File: config.mk
export PLATFORM = sky130hd
export DESIGN_NAME = sync_fifo_flat
export DESIGN_NICKNAME = d
export VERILOG_FILES = /design/src/rtl/sync_fifo_if.sv /design/src/rtl/sync_fifo.sv /design/src/flat_wrapper.sv
export SDC_FILE = /design/constraint.sdc
export NUM_CORES = 1
export LEC_CHECK = 0
export BUFFER_PORTS_ARGS = -buffer_cell sky130_fd_sc_hd__buf_2
export CORE_UTILIZATION = 29
export DETAILED_ROUTE_END_ITERATION = 10
export GPL_TIMING_DRIVEN = 0
export PLACE_DENSITY_LB_ADDON = 0.12
export SKIP_CTS_REPAIR_TIMING = 1
export SYNTH_ARGS = -nofsm -noshare
export SYNTH_HDL_FRONTEND = slang
export SYNTH_SLANG_ARGS = --single-unit
File: constraint.sdc
create_clock -name clk -period 3.9 [get_ports clk]
set_input_delay 0.39 -clock clk [delete_from_list [all_inputs] [get_ports clk]]
set_output_delay 0.39 -clock clk [all_outputs]
set_load 0.05 [all_outputs]
File: src/rtl/sync_fifo_if.sv
`default_nettype none
// +----------------------------------------------------------------------+
// | Module      : sync_fifo_if                                           |
// | Description : Producer/consumer handshake bundle for sync_fifo.      |
// | Revision    : 1.0 - initial release                                  |
// +----------------------------------------------------------------------+
interface sync_fifo_if #(
    parameter int DATA_WIDTH = 8
);
    logic                  write_en;
    logic                  read_en;
    logic [DATA_WIDTH-1:0] data_in;
    logic [DATA_WIDTH-1:0] data_out;
    logic                  full;
    logic                  empty;
    logic                  almost_full;
    logic                  almost_empty;
    logic                  overflow;
    logic                  underflow;

    // The user side of the FIFO: issues requests, observes data and status.
    modport master (
        output write_en,
        output read_en,
        output data_in,
        input  data_out,
        input  full,
        input  empty,
        input  almost_full,
        input  almost_empty,
        input  overflow,
        input  underflow
    );

    modport slave (
        input  write_en,
        input  read_en,
        input  data_in,
        output data_out,
        output full,
        output empty,
        output almost_full,
        output almost_empty,
        output overflow,
        output underflow
    );
endinterface : sync_fifo_if
`default_nettype wire

File: src/rtl/sync_fifo.sv
`default_nettype none
// +----------------------------------------------------------------------+
// | Module      : sync_fifo                                              |
// | Description : Single-clock FIFO, registered read port, status and    |
// |               error flags. Define FIFO_STICKY_ERR_EN to make         |
// |               overflow/underflow sticky until reset.                 |
// | Revision    : 1.0 - initial release                                  |
// +----------------------------------------------------------------------+
module sync_fifo #(
    parameter int DATA_WIDTH = 8,
    parameter int DEPTH      = 16,   // power of 2, >= 4
    parameter int ADDR_WIDTH = 4     // log2(DEPTH)
) (
    input  wire logic  clk,
    input  wire logic  reset_n,
    sync_fifo_if.slave bus
);

    localparam logic [ADDR_WIDTH:0]   c_COUNT_FULL   = (ADDR_WIDTH+1)'(DEPTH);
    localparam logic [ADDR_WIDTH:0]   c_COUNT_AFULL  = (ADDR_WIDTH+1)'(DEPTH - 1);
    localparam logic [ADDR_WIDTH:0]   c_COUNT_ONE    = (ADDR_WIDTH+1)'(1);
    localparam logic [ADDR_WIDTH:0]   c_COUNT_ZERO   = '0;
    localparam logic [ADDR_WIDTH-1:0] c_PTR_ONE      = ADDR_WIDTH'(1);

    logic [DATA_WIDTH-1:0] r_mem [DEPTH];
    logic [ADDR_WIDTH-1:0] r_wptr;
    logic [ADDR_WIDTH-1:0] r_rptr;
    logic [ADDR_WIDTH:0]   r_count;
    logic [DATA_WIDTH-1:0] r_data_out;
    logic                  r_overflow;
    logic                  r_underflow;

    logic                  w_full;
    logic                  w_empty;
    logic                  w_wr_acc;
    logic                  w_rd_acc;
    logic                  w_ovf_evt;
    logic                  w_unf_evt;

    assign w_full    = (r_count == c_COUNT_FULL);
    assign w_empty   = (r_count == c_COUNT_ZERO);

    // A full FIFO still takes a write when a read frees a slot on the same edge.
    assign w_wr_acc  = bus.write_en && (!w_full || bus.read_en);
    assign w_rd_acc  = bus.read_en && !w_empty;
    assign w_ovf_evt = bus.write_en && w_full && !bus.read_en;
    assign w_unf_evt = bus.read_en && w_empty;

    always_ff @(posedge clk) begin
        if (reset_n && w_wr_acc) begin
            r_mem[r_wptr] <= bus.data_in;
        end
    end

    always_ff @(posedge clk) begin
        if (!reset_n) begin
            r_wptr      <= '0;
            r_rptr      <= '0;
            r_count     <= '0;
            r_data_out  <= '0;
            r_overflow  <= 1'b0;
            r_underflow <= 1'b0;
        end else begin
            if (w_wr_acc) begin
                r_wptr <= r_wptr + c_PTR_ONE;
            end
            if (w_rd_acc) begin
                r_rptr     <= r_rptr + c_PTR_ONE;
                r_data_out <= r_mem[r_rptr];
            end
            if (w_wr_acc && !w_rd_acc) begin
                r_count <= r_count + c_COUNT_ONE;
            end else if (w_rd_acc && !w_wr_acc) begin
                r_count <= r_count - c_COUNT_ONE;
            end
`ifdef FIFO_STICKY_ERR_EN
            r_overflow  <= r_overflow  | w_ovf_evt;
            r_underflow <= r_underflow | w_unf_evt;
`else
            r_overflow  <= w_ovf_evt;
            r_underflow <= w_unf_evt;
`endif
        end
    end

    assign bus.data_out     = r_data_out;
    assign bus.full         = w_full;
    assign bus.empty        = w_empty;
    assign bus.almost_full  = (r_count >= c_COUNT_AFULL);
    assign bus.almost_empty = (r_count <= c_COUNT_ONE);
    assign bus.overflow     = r_overflow;
    assign bus.underflow    = r_underflow;

endmodule : sync_fifo
`default_nettype wire

File: src/flat_wrapper.sv
// flat-port wrapper written by rule: the top's interface ports become plain ports
module sync_fifo_flat 
#(
    parameter int DATA_WIDTH = 8,
    parameter int DEPTH      = 16,                      
    parameter int ADDR_WIDTH = 4                   
)
  (clk, reset_n, bus_write_en, bus_read_en, bus_data_in, bus_data_out, bus_full, bus_empty, bus_almost_full, bus_almost_empty, bus_overflow, bus_underflow);
  sync_fifo_if #(.DATA_WIDTH(DATA_WIDTH)) bus_i ();
  input  wire logic clk;
  input  wire logic reset_n;
  input wire logic [$bits(bus_i.write_en)-1:0] bus_write_en;
  input wire logic [$bits(bus_i.read_en)-1:0] bus_read_en;
  input wire logic [$bits(bus_i.data_in)-1:0] bus_data_in;
  output wire logic [$bits(bus_i.data_out)-1:0] bus_data_out;
  output wire logic [$bits(bus_i.full)-1:0] bus_full;
  output wire logic [$bits(bus_i.empty)-1:0] bus_empty;
  output wire logic [$bits(bus_i.almost_full)-1:0] bus_almost_full;
  output wire logic [$bits(bus_i.almost_empty)-1:0] bus_almost_empty;
  output wire logic [$bits(bus_i.overflow)-1:0] bus_overflow;
  output wire logic [$bits(bus_i.underflow)-1:0] bus_underflow;
  assign bus_i.write_en = bus_write_en;
  assign bus_i.read_en = bus_read_en;
  assign bus_i.data_in = bus_data_in;
  assign bus_data_out = bus_i.data_out;
  assign bus_full = bus_i.full;
  assign bus_empty = bus_i.empty;
  assign bus_almost_full = bus_i.almost_full;
  assign bus_almost_empty = bus_i.almost_empty;
  assign bus_overflow = bus_i.overflow;
  assign bus_underflow = bus_i.underflow;
  sync_fifo #(.DATA_WIDTH(DATA_WIDTH), .DEPTH(DEPTH), .ADDR_WIDTH(ADDR_WIDTH)) u_core (.clk(clk), .reset_n(reset_n), .bus(bus_i));
endmodule
==> results.json <==
{
  "slew_headroom": 0.316,
  "clock_skew_ns": 0.00863,
  "wl_mm": 13.4,
  "htreeDepth": 4,
  "cp-start-kind": "register",
  "endpoint_kind": "register",
  "r2r_end": "u_core.r_mem[11][3]$_DFFE_PP_",
  "path_max_fanout": 8,
  "clkTransAtPathRegs_ns": 0.06,
  "final_nets": 402,
  "dp_hpwl_mm": 8.54,
  "io_buffers": 24,
  "grt_max_degree": 17,
  "clkSinkCount": 151,
  "switching_power_w": 0.00146,
  "routedWlPerCell_um": 20.3,
  "regToRegStartpoint": "u_core.r_count[0]$_SDFFE_PN0P_",
  "syn-num-nets": 359,
  "synth_edf_count": 128,
  "io_pins": 26,
  "setup.worst_path.start": "u_core.r_count[0]$_SDFFE_PN0P_",
  "fin_crit_ns": 2.77,
  "hold_depth": 3,
  "max_stage_delay_ns": 0.84,
  "clk_path_buf_depth": 2,
  "cap_violations": 0,
  "critPathArrivalTime_ns": 2.82,
  "p_seq_frac": 0.412,
  "postRouteAntennaNets": 0,
  "drt_iter0_markers": 221,
  "cp_cell_sequence": "inv_1 > ha_1 > nand4bb_1 > o21a_1 > buf_2 > nand3_1 > nor2_1",
  "outcome": "finished, final reports clean",
  "grt_antenna_before_repair": 0,
  "combPwrFrac": 0.252,
  "internal-power_w": 0.00318,
  "cts_root_buffer": "clkbuf_16",
  "die_area_um2": 21800,
  "num-fill-cells": 1941,
  "start_util": 0.300,
  "avgSynthCellArea_um2": 18.3,
  "first_pass_iters": 4,
  "setup_tns_ns": 0,
  "drc": 0,
  "viasPerCell": 4.59,
  "numCtsBuffers": 17,
  "clock.fmax_mhz": 361,
  "p_leak_nw": 2.36,
  "swShare": 0.315,
  "required_ns": 3.94,
  "critPathKind": "register to register",
  "overflow": 0,
  "ys_ff_latch": 151,
  "crit_end": "u_core.r_mem[11][3]$_DFFE_PP_",
  "p_clk_frac": 0.336,
  "slowest_stage": "nor2_1",
  "async_flop_share": 0,
  "clock_latency_ns": 0.43,
  "rr_worst_depth": 7,
  "drive_gt1_frac": 0.283,
  "fp.coreArea_um2": 20500,
  "seq_area_frac_synth": 0.701,
  "num_rows": 52,
  "reg2reg_slack_ns": 1.13,
  "yosysWarningCount": 0,
  "timing.final.max_slew_violations": 0,
  "die_h_um": 147,
  "grt_pass1_vias": 3311,
  "dieWidth_um": 147,
  "num_vias": 3040,
  "rsz0062_at_grt": "false",
  "synth_flop_cell": "edfxtp_1",
  "worst-slew-pin-transition_ns": 1.02,
  "powerDensity_nw_per_um2": 647,
  "netlist_area_um2": 6140,
  "cts_tree": "done",
  "hold_viol_final": 0,
  "grt_pass1_wl_mm": 21.1,
  "fin_hold_ws_ns": 0.227,
  "place.gp.congestion": 0.714,
  "area_growth_pct": 16.8,
  "ir_drop_mv": 0.321,
  "setup_viol": 0,
  "diodes": 0,
  "netlist-cell-type-count": 45,
  "period_share": 0.711,
  "min_path_type": "input pin to register",
  "syn_inst": 336,
  "grt_use_total": 0.137
}
==> final cells by class <==
cell class,instances,area (um^2),share of cell area
Buffer,21,139,0.0194
Clock buffer,19,433,0.0604
Clock inverter,13,121,0.0169
Inverter,7,26.3,0.00366
Multi-Input combinational cell,157,1690,0.236
Sequential cell,151,4300,0.600
Tap cell,270,338,0.0471
Timing Repair Buffer,24,120,0.0168
==> flip-flops by register name (all words and copies together) (netlist names) <==
name,cells
u_core.r_mem,128
u_core.bus.data_out,8
u_core.r_count,5
u_core.r_rptr,4
u_core.r_wptr,4
u_core.bus.overflow,1
u_core.bus.underflow,1
==> per-stage QoR <==
| step | instance area, um^2 | util | cells | setup WS [ns] | power (W) |
|---|---|---|---|---|---|
| 2_1_floorplan | 6140 | - | 336 | 1.46 | 0.00284 |
| 3_3_place_gp | 6600 | 0.322 | 630 | 0.626 | 0.00313 |
| 3_5_place_dp | 6620 | 0.323 | 630 | 1.05 | 0.00314 |
| 4_1_cts | 7170 | 0.350 | 662 | 1.04 | 0.00471 |
| 5_1_grt | 7170 | 0.350 | 662 | 0.786 | 0.00487 |
| 6_report | 7170 | 0.350 | 662 | 1.13 | 0.00464 |
==> critical path: cells and delay by family, from the launching register on <==
family	cells	cell delay, ns
buffers and inverters	2	0.28
AO/OA/AOI/OAI	1	0.13
adder cells (fa/ha/maj)	1	0.24
AND/OR/NAND/NOR	3	1.25
flip-flops	1	0.48
==> cell usage after synthesis, types with 3 or more instances <==
cell / n / area (um^2)
buf_6: 4 / 45.0
a21oi_1: 3 / 15.0
and2_1: 7 / 43.8
inv_1: 6 / 22.5
nor2_1: 16 / 60.1
nand2_1: 4 / 15.0
ha_1: 11 / 138
xor2_1: 3 / 26.3
mux2i_1: 18 / 180
dfxtp_1: 23 / 460
clkbuf_1: 5 / 18.8
buf_2: 8 / 40.0
and3_1: 3 / 18.8
xnor2_1: 5 / 43.8
nor3_1: 5 / 25.0
edfxtp_1: 128 / 3840
mux4_2: 32 / 721
nand3_1: 14 / 70.1
o221ai_1: 8 / 70.1
==> layout by cell type, fill, tap and decap left out, types with 3 or more instances in the layout <==
cell        instances
edfxtp_1          128
buf_2              32
mux4_2             32
dfxtp_1            23
mux2i_1            18
clkbuf_16          17
nor2_1             16
nand3_1            14
ha_1               11
o221ai_1            8
clkbuf_1            7
and2_1              7
inv_1               6
xnor2_1             5
buf_6               4
nand2_1             4
nor3_2              4
and3_1              3
a21oi_1             3
xor2_1              3
inv_6               3
clkinvlp_4          3
==> worst min path at each step <==
stage                                              from                             endpoint  slack, ns
detailed placement  u_core.bus.data_out[3]$_SDFFE_PN0P_  u_core.bus.data_out[3]$_SDFFE_PN0P_       0.50
floorplan                 u_core.r_rptr[3]$_SDFFE_PN0P_        u_core.r_rptr[3]$_SDFFE_PN0P_       0.48
global placement          u_core.r_rptr[3]$_SDFFE_PN0P_        u_core.r_rptr[3]$_SDFFE_PN0P_       0.50
global route                               bus_write_en       u_core.bus.overflow$_SDFF_PN0_       0.23
finish                                     bus_write_en       u_core.bus.overflow$_SDFF_PN0_       0.23
CTS                                        bus_write_en       u_core.bus.overflow$_SDFF_PN0_       0.20
==> power by group through the flow <==
stage	Sequential, W	Clock, W	Combinational, W
floorplan	0.00203	0	0.000813
global placement	0.00195	0	0.00119
detailed placement	0.00195	0	0.00119
CTS	0.00192	0.00160	0.00120
global route	0.00193	0.00167	0.00127
finish	0.00191	0.00156	0.00117
==> cells by family after synthesis <==
family,after synthesis,synth area share
compound gates,22,0.0277
xor+xnor,8,0.0114
fa+ha+maj,11,0.0224
buf+inv,28,0.0269
flops,151,0.701
mux,50,0.147
simple gates,66,0.0636
==> layer usage <==
metal | track usage | vias to the layer above | part of all wire
li1 | - | 1427 | -
met4 | 0.0397 | 0 | 0.011
met3 | 0.0395 | 11 | 0.044
met5 | 0 | - | 0
met1 | 0.190 | 1542 | 0.49
met2 | 0.208 | 60 | 0.46
Note: power is estimated with default switching activity, not from simulation.
